[src/rtl/apb_slave_regfile_if.sv]
// APB bus bundle (8-bit address/data) between the requester stage and the register-file completer.
interface apb_slave_regfile_if;
  logic       PSEL;
  logic       PENABLE;
  logic       PWRITE;
  logic [7:0] PADDR;
  logic [7:0] PWDATA;
  logic [7:0] PRDATA;
  logic       PREADY;
  logic       PSLVERR;

  modport master (
    output PSEL, PENABLE, PWRITE, PADDR, PWDATA,
    input  PRDATA, PREADY, PSLVERR
  );

  modport slave (
    input  PSEL, PENABLE, PWRITE, PADDR, PWDATA,
    output PRDATA, PREADY, PSLVERR
  );
endinterface

[src/rtl/apb_slave_regfile.sv]
// APB completer: DEPTH x 8-bit register file, wait-state insertion and error response for out-of-range addresses.
// Optional APB_SLV_PROG_WAIT_EN adds a wait-config register at address 8'hFF.
module apb_slave_regfile #(
  parameter int         DEPTH       = 16,
  parameter int         WAIT_CYCLES = 1,
  parameter logic [7:0] RESET_VAL   = 8'h00
) (
  input  logic                PCLK,
  input  logic                PRESET,
  apb_slave_regfile_if.slave  bus
);
  localparam int         AW       = (DEPTH > 1) ? $clog2(DEPTH) : 1;
  localparam logic [7:0] CFG_ADDR = 8'hFF;

  typedef enum logic [1:0] {IDLE, WAIT, DONE} state_e;

  state_e     state_q, state_d;
  logic [3:0] cnt_q, cnt_d;
  logic [7:0] addr_q, wdata_q;
  logic       wr_q, err_q;
  logic [7:0] mem_q [DEPTH];
  logic       prdy_q, prdy_d, perr_q, perr_d;
  logic [7:0] prdata_q, prdata_d;
  logic [3:0] wait_cfg;
  logic       addr_err, setup, commit, mem_we;
  logic [7:0] rd_word;
  logic [AW-1:0] idx;

  assign setup  = bus.PSEL & ~bus.PENABLE;
  assign commit = (state_q == DONE) & wr_q & ~err_q;
  assign idx    = addr_q[AW-1:0];

`ifdef APB_SLV_PROG_WAIT_EN
  logic [3:0] wait_cfg_q;
  logic       is_cfg;

  // A zero wait count would underflow the reload, so it is clamped to one.
  function automatic logic [3:0] clamp_wait(input logic [3:0] d);
    return (d == 4'd0) ? 4'd1 : d;
  endfunction

  assign is_cfg   = (addr_q == CFG_ADDR);
  assign wait_cfg = wait_cfg_q;
  assign addr_err = (bus.PADDR >= 8'(DEPTH)) && (bus.PADDR != CFG_ADDR);
  assign mem_we   = commit & ~is_cfg;
  assign rd_word  = is_cfg ? {4'h0, wait_cfg_q}
                  : ((addr_q < 8'(DEPTH)) ? mem_q[idx] : 8'h00);

  always_ff @(posedge PCLK or posedge PRESET) begin
    if (PRESET)               wait_cfg_q <= 4'(WAIT_CYCLES);
    else if (commit && is_cfg) wait_cfg_q <= clamp_wait(wdata_q[3:0]);
  end
`else
  assign wait_cfg = 4'(WAIT_CYCLES);
  assign addr_err = (bus.PADDR >= 8'(DEPTH));
  assign mem_we   = commit;
  assign rd_word  = (addr_q < 8'(DEPTH)) ? mem_q[idx] : 8'h00;
`endif

  always_ff @(posedge PCLK or posedge PRESET) begin
    if (PRESET) begin
      state_q <= IDLE;
      cnt_q   <= 4'd0;
    end else begin
      state_q <= state_d;
      cnt_q   <= cnt_d;
    end
  end

  always_comb begin
    state_d = state_q;
    cnt_d   = cnt_q;
    case (state_q)
      IDLE: if (setup) begin
        state_d = WAIT;
        cnt_d   = wait_cfg - 4'd1;
      end
      WAIT: begin
        if (!bus.PSEL)         state_d = IDLE;
        else if (bus.PENABLE) begin
          if (cnt_q == 4'd0)   state_d = DONE;
          else                 cnt_d   = cnt_q - 4'd1;
        end
      end
      DONE:    state_d = IDLE;
      default: state_d = IDLE;
    endcase
  end

  // Outputs are registered, so they are decoded from the state being entered.
  always_comb begin
    prdy_d   = (state_d == DONE);
    perr_d   = (state_d == DONE) & err_q;
    prdata_d = 8'h00;
    if (state_d == DONE && !wr_q && !err_q) prdata_d = rd_word;
  end

  always_ff @(posedge PCLK or posedge PRESET) begin
    if (PRESET) begin
      prdy_q   <= 1'b0;
      perr_q   <= 1'b0;
      prdata_q <= 8'h00;
    end else begin
      prdy_q   <= prdy_d;
      perr_q   <= perr_d;
      prdata_q <= prdata_d;
    end
  end

  // Transfer attributes are captured once at setup and held, so later bus changes are ignored.
  always_ff @(posedge PCLK) begin
    if (state_q == IDLE && setup) begin
      addr_q  <= bus.PADDR;
      wdata_q <= bus.PWDATA;
      wr_q    <= bus.PWRITE;
      err_q   <= addr_err;
    end
  end

  always_ff @(posedge PCLK or posedge PRESET) begin
    if (PRESET) begin
      for (int i = 0; i < DEPTH; i++) mem_q[i] <= RESET_VAL;
    end else if (mem_we) begin
      mem_q[idx] <= wdata_q;
    end
  end

  assign bus.PREADY  = prdy_q;
  assign bus.PSLVERR = perr_q;
  assign bus.PRDATA  = prdata_q;
endmodule

[src/flat_wrapper.sv]
// flat-port wrapper written by rule: the top's interface ports become plain ports
module apb_slave_regfile_flat 
#(
  parameter int         DEPTH       = 16,
  parameter int         WAIT_CYCLES = 1,
  parameter logic [7:0] RESET_VAL   = 8'h00
)
  (PCLK, PRESET, bus_PSEL, bus_PENABLE, bus_PWRITE, bus_PADDR, bus_PWDATA, bus_PRDATA, bus_PREADY, bus_PSLVERR);
  apb_slave_regfile_if bus_i ();
  input  logic PCLK;
  input  logic PRESET;
  input wire logic [$bits(bus_i.PSEL)-1:0] bus_PSEL;
  input wire logic [$bits(bus_i.PENABLE)-1:0] bus_PENABLE;
  input wire logic [$bits(bus_i.PWRITE)-1:0] bus_PWRITE;
  input wire logic [$bits(bus_i.PADDR)-1:0] bus_PADDR;
  input wire logic [$bits(bus_i.PWDATA)-1:0] bus_PWDATA;
  output wire logic [$bits(bus_i.PRDATA)-1:0] bus_PRDATA;
  output wire logic [$bits(bus_i.PREADY)-1:0] bus_PREADY;
  output wire logic [$bits(bus_i.PSLVERR)-1:0] bus_PSLVERR;
  assign bus_i.PSEL = bus_PSEL;
  assign bus_i.PENABLE = bus_PENABLE;
  assign bus_i.PWRITE = bus_PWRITE;
  assign bus_i.PADDR = bus_PADDR;
  assign bus_i.PWDATA = bus_PWDATA;
  assign bus_PRDATA = bus_i.PRDATA;
  assign bus_PREADY = bus_i.PREADY;
  assign bus_PSLVERR = bus_i.PSLVERR;
  apb_slave_regfile #(.DEPTH(DEPTH), .WAIT_CYCLES(WAIT_CYCLES), .RESET_VAL(RESET_VAL)) u_core (.PCLK(PCLK), .PRESET(PRESET), .bus(bus_i));
endmodule
[config.mk]
export PLATFORM = sky130hd
export DESIGN_NAME = apb_slave_regfile_flat
export DESIGN_NICKNAME = d
export VERILOG_FILES = /design/src/rtl/apb_slave_regfile_if.sv /design/src/rtl/apb_slave_regfile.sv /design/src/flat_wrapper.sv
export SDC_FILE = /design/constraint.sdc
export NUM_CORES = 1
export LEC_CHECK = 0
export BUFFER_PORTS_ARGS = -buffer_cell sky130_fd_sc_hd__clkbuf_2
export CAP_MARGIN = 40
export CORE_MARGIN = 5
export CORE_UTILIZATION = 56
export CTS_CLUSTER_SIZE = 24
export DETAILED_ROUTE_END_ITERATION = 10
export HOLD_SLACK_MARGIN = 0.03
export PLACE_DENSITY = 0.74
export REMOVE_ABC_BUFFERS = 1
export SLEW_MARGIN = 20
export SYNTH_ARGS = -nofsm -noshare
export SYNTH_HDL_FRONTEND = slang
export SYNTH_SLANG_ARGS = --single-unit
[constraint.sdc]
create_clock -name PCLK -period 5.92 [get_ports PCLK]
set_clock_uncertainty 0.05 [all_clocks]
set_input_delay 0.592 -clock PCLK [delete_from_list [all_inputs] [get_ports PCLK]]
set_output_delay 0.592 -clock PCLK [all_outputs]
set_load 0.05 [all_outputs]
==> run_results.csv <==
group,metric,value,unit
die,io_pins,31,
timing,final_critical_path_setup_slack,3.39,ns
global_routing,grt_overflow_total,0,
clock_network,numCtsBuffers,17,
worst_setup_path,worst_setup_path_end_kind,"flip-flop",
placement,dpl_worst_slack,3.22,ns
synth,ys_top_cells_by_count,"sky130_fd_sc_hd__dfrtp_1, sky130_fd_sc_hd__mux2_2, sky130_fd_sc_hd__mux4_2",
placement,dpl.hpwl,8680,µm
run,drv_cap,0,
worst_setup_path,r2r-start,"u_core.addr_q[1]",
clock_network,cts_setup_buffers,0,
worst_setup_path,worstPathCellList,"buf_8, buf_4, nor2b_1, nor2b_1, buf_4, mux2_2",
timing,min_period_over_period,0.427,
cells_and_area,n_fill_cell,886,
cells_and_area,numnets_final,486,
worst_setup_path,cp-start-kind,"flip-flop",
power_and_ir_drop,power_density,303,mW/mm²
cells_and_area,final_cells,644,
drt,route.detailed.drc,0,
cells_and_area,seq_cell_area,0.00414,mm²
timing,timing.fmax,0.396,GHz
drt,route.detailed.wl_per_inst,21.3,µm
synth,synth.lib_cells_used.distinct,35,
drt,drtPass1Iterations,4,
global_routing,grt_start_max_net_pins,84,
synth,synth.most_common_cell,"sky130_fd_sc_hd__dfrtp_1",
synth,netlist_area,0.00699,mm²
timing,timing.final.hold_violations,0,
die,floorplan_core_area,0.0121,mm²
placement,gp_congestion,0.770,
synth,yosysTopAreaCell,"sky130_fd_sc_hd__dfrtp_1",
timing,grt_setup_unrepaired,"no",
worst_setup_path,crit_fanout,30,
timing,timing_worst_slew_pin_value,0.604,ns
synth,post_synth_inst_count,427,
clock_network,clock_tree_from_tritoncts,"yes",
cells_and_area,drive_gt1_frac,0.492,
drt,routed-via-count,3805,
worst_setup_path,critPathKind,"reg2reg",
placement,dp.cells,608,
timing,timing.setup.tns,0,ns
global_routing,gr-usage-all-layers,0.209,
synth,synth.ff_latch_count,162,
die,floorplan.die_area,0.0148,mm²
drt,drt_iter0_markers,245,
die,floorplan.initialDensity,0.577,
cells_and_area,n_antenna_cell,0,
clock_network,cts_hold_buf,0,
clock_network,clk_root_buffer_cell,"sky130_fd_sc_hd__clkbuf_16",
global_routing,antenna_found_initial,0,
clock_network,cts-resized-gates,0,
drt,routed_wirelength,13700,µm
worst_setup_path,cp-startpoint,"u_core.addr_q[1]",
timing,maxSlewHeadroom,0.597,
worst_setup_path,cpMaxStageDelayCell,"sky130_fd_sc_hd__edfxtp_1",
drt,antenna_violating_nets_left,0,
synth,count_of_flip_flops_with_a_built_in_enable_after_synthesis,18,
worst_setup_path,critical_path_arrival,2.79,ns
worst_hold_path,hp-class,"in2reg",
cells_and_area,area_growth_syn_to_layout,14.3,%
synth,netlist.area_leader.share,0.516,
clock_network,cts_max_path_buffers,2,
synth,post_synth_main_area_contributors,"sky130_fd_sc_hd__dfrtp_1, sky130_fd_sc_hd__mux2_2, sky130_fd_sc_hd__mux4_2",
die,die-height,122,µm
power_and_ir_drop,fin_total_pwr,2.42,mW
power_and_ir_drop,static-leakage-power,3.83,nW
worst_setup_path,critPathRequiredTime,6.18,ns
clock_network,clock_insertion_delay_worst_skew,0.43,ns
timing,drv_slew,0,
die,rows,40,
clock_network,cts.htree.levels,4,
clock_network,clkSinkCount,162,
drt,route.detailed.vias_per_inst,5.91,
timing,final.min_clock_period,2.53,ns
run_status,status,"complete, no violations",
synth,yosys_warnings,0,
power_and_ir_drop,ir_worst_vdd,0.244,mV
worst_setup_path,crit_path_max_incr_delay,0.53,ns
clock_network,cts.clk_slew.worst_paths,0.06,ns
die,die-width,122,µm
synth,mean_area_per_synthesized_cell,16.4,µm²
synth,synth_ff_type,"sky130_fd_sc_hd__dfrtp_1",
synth,synth_async_sr_flop_share,0.889,
synth,synth_sequential_area_ratio,0.593,
global_routing,number_of_global_route_vias_before_repair,4283,
placement,place.port_buffers,30,
worst_hold_path,min_from,"bus_PADDR[0]",
global_routing,wire_length_of_the_first_global_routing_pass,23100,µm
timing,final_setup_violation_count,0,
cells_and_area,multiInputGateArea,0.00273,mm²
==> critical path: cells and delay by family, from the launching register on <==
kind,cells,cell delay [ns]
mux,1,0.34
simple gates,2,0.71
flops,1,0.53
buf+inv,3,0.76
==> final timing paths <==
check                      depth (start not counted)  slack [ns]                 to
max                                                6        3.39  u_core.mem_q[119]
min                                                1        0.29   u_core.addr_q[0]
max reg2reg                                        6        3.39  u_core.mem_q[119]
min reg2reg                                        1        0.44  u_core.mem_q[104]
max in group asynchronous                          6        4.23  u_core.mem_q[119]
min in group asynchronous                          3        0.52    u_core.cnt_q[3]
==> cell families after synthesis <==
logic type / synth area share
flops: 0.593
fa+ha+maj: 0.00358
xor+xnor: 0.00251
compound gates: 0.00967
buf+inv: 0.0166
mux: 0.334
simple gates: 0.0410
==> state kept, by name, indices dropped and copies added, names as in the netlist <==
register	flops
u_core.state_q	2
u_core.cnt_q	4
u_core.wr_q	1
u_core.bus.PREADY	1
u_core.bus.PRDATA	8
u_core.wdata_q	8
u_core.bus.PSLVERR	1
u_core.err_q	1
u_core.addr_q	8
u_core.mem_q	128
==> power by group <==
part	total (mW)	internal [mW]	switching, mW	leakage, nW
logic	0.122	0.0521	0.0694	1.37
clock network	1.12	0.697	0.427	0.289
registers	1.18	1.15	0.0265	2.17
==> routing by layer <==
layer | global-route usage | part of all wire
met5 | 0 | 0
met4 | 0.0819 | 0.020
met3 | 0.0580 | 0.043
met2 | 0.333 | 0.50
met1 | 0.277 | 0.44
==> through the flow <==
stage | utilization | instance area (µm²) | hold slack, ns
after CTS | 0.653 | 7910 | 0.269
after floorplan | - | 6890 | 0.403
after detailed placement | 0.603 | 7310 | 0.431
final | 0.659 | 7990 | 0.288
after global routing | 0.659 | 7990 | 0.271
after global placement | 0.603 | 7300 | 0.426
==> cells in the final DEF (no fill, tap or decap), drive strengths merged, types with 4 or more instances in the layout <==
| cell type | instances |
|---|---|
| nand3 | 5 |
| dfrtp | 144 |
| o22ai | 8 |
| bufinv | 4 |
| edfxtp | 18 |
| clkinv | 7 |
| nor2b | 4 |
| mux2 | 128 |
| inv | 5 |
| mux4 | 32 |
| buf | 9 |
| nor2 | 5 |
| clkbuf | 49 |
| nand2 | 12 |
| mux2i | 17 |
| nor3 | 6 |
==> area by class of cell <==
class,instances,share of cell area
Multi-Input combinational cell,237,0.342
Clock buffer,19,0.0542
Clock inverter,13,0.0208
Tap cell,168,0.0263
Inverter,5,0.00298
Timing Repair Buffer,40,0.0345
Sequential cell,162,0.519
Power figures use the tool's default switching activity.
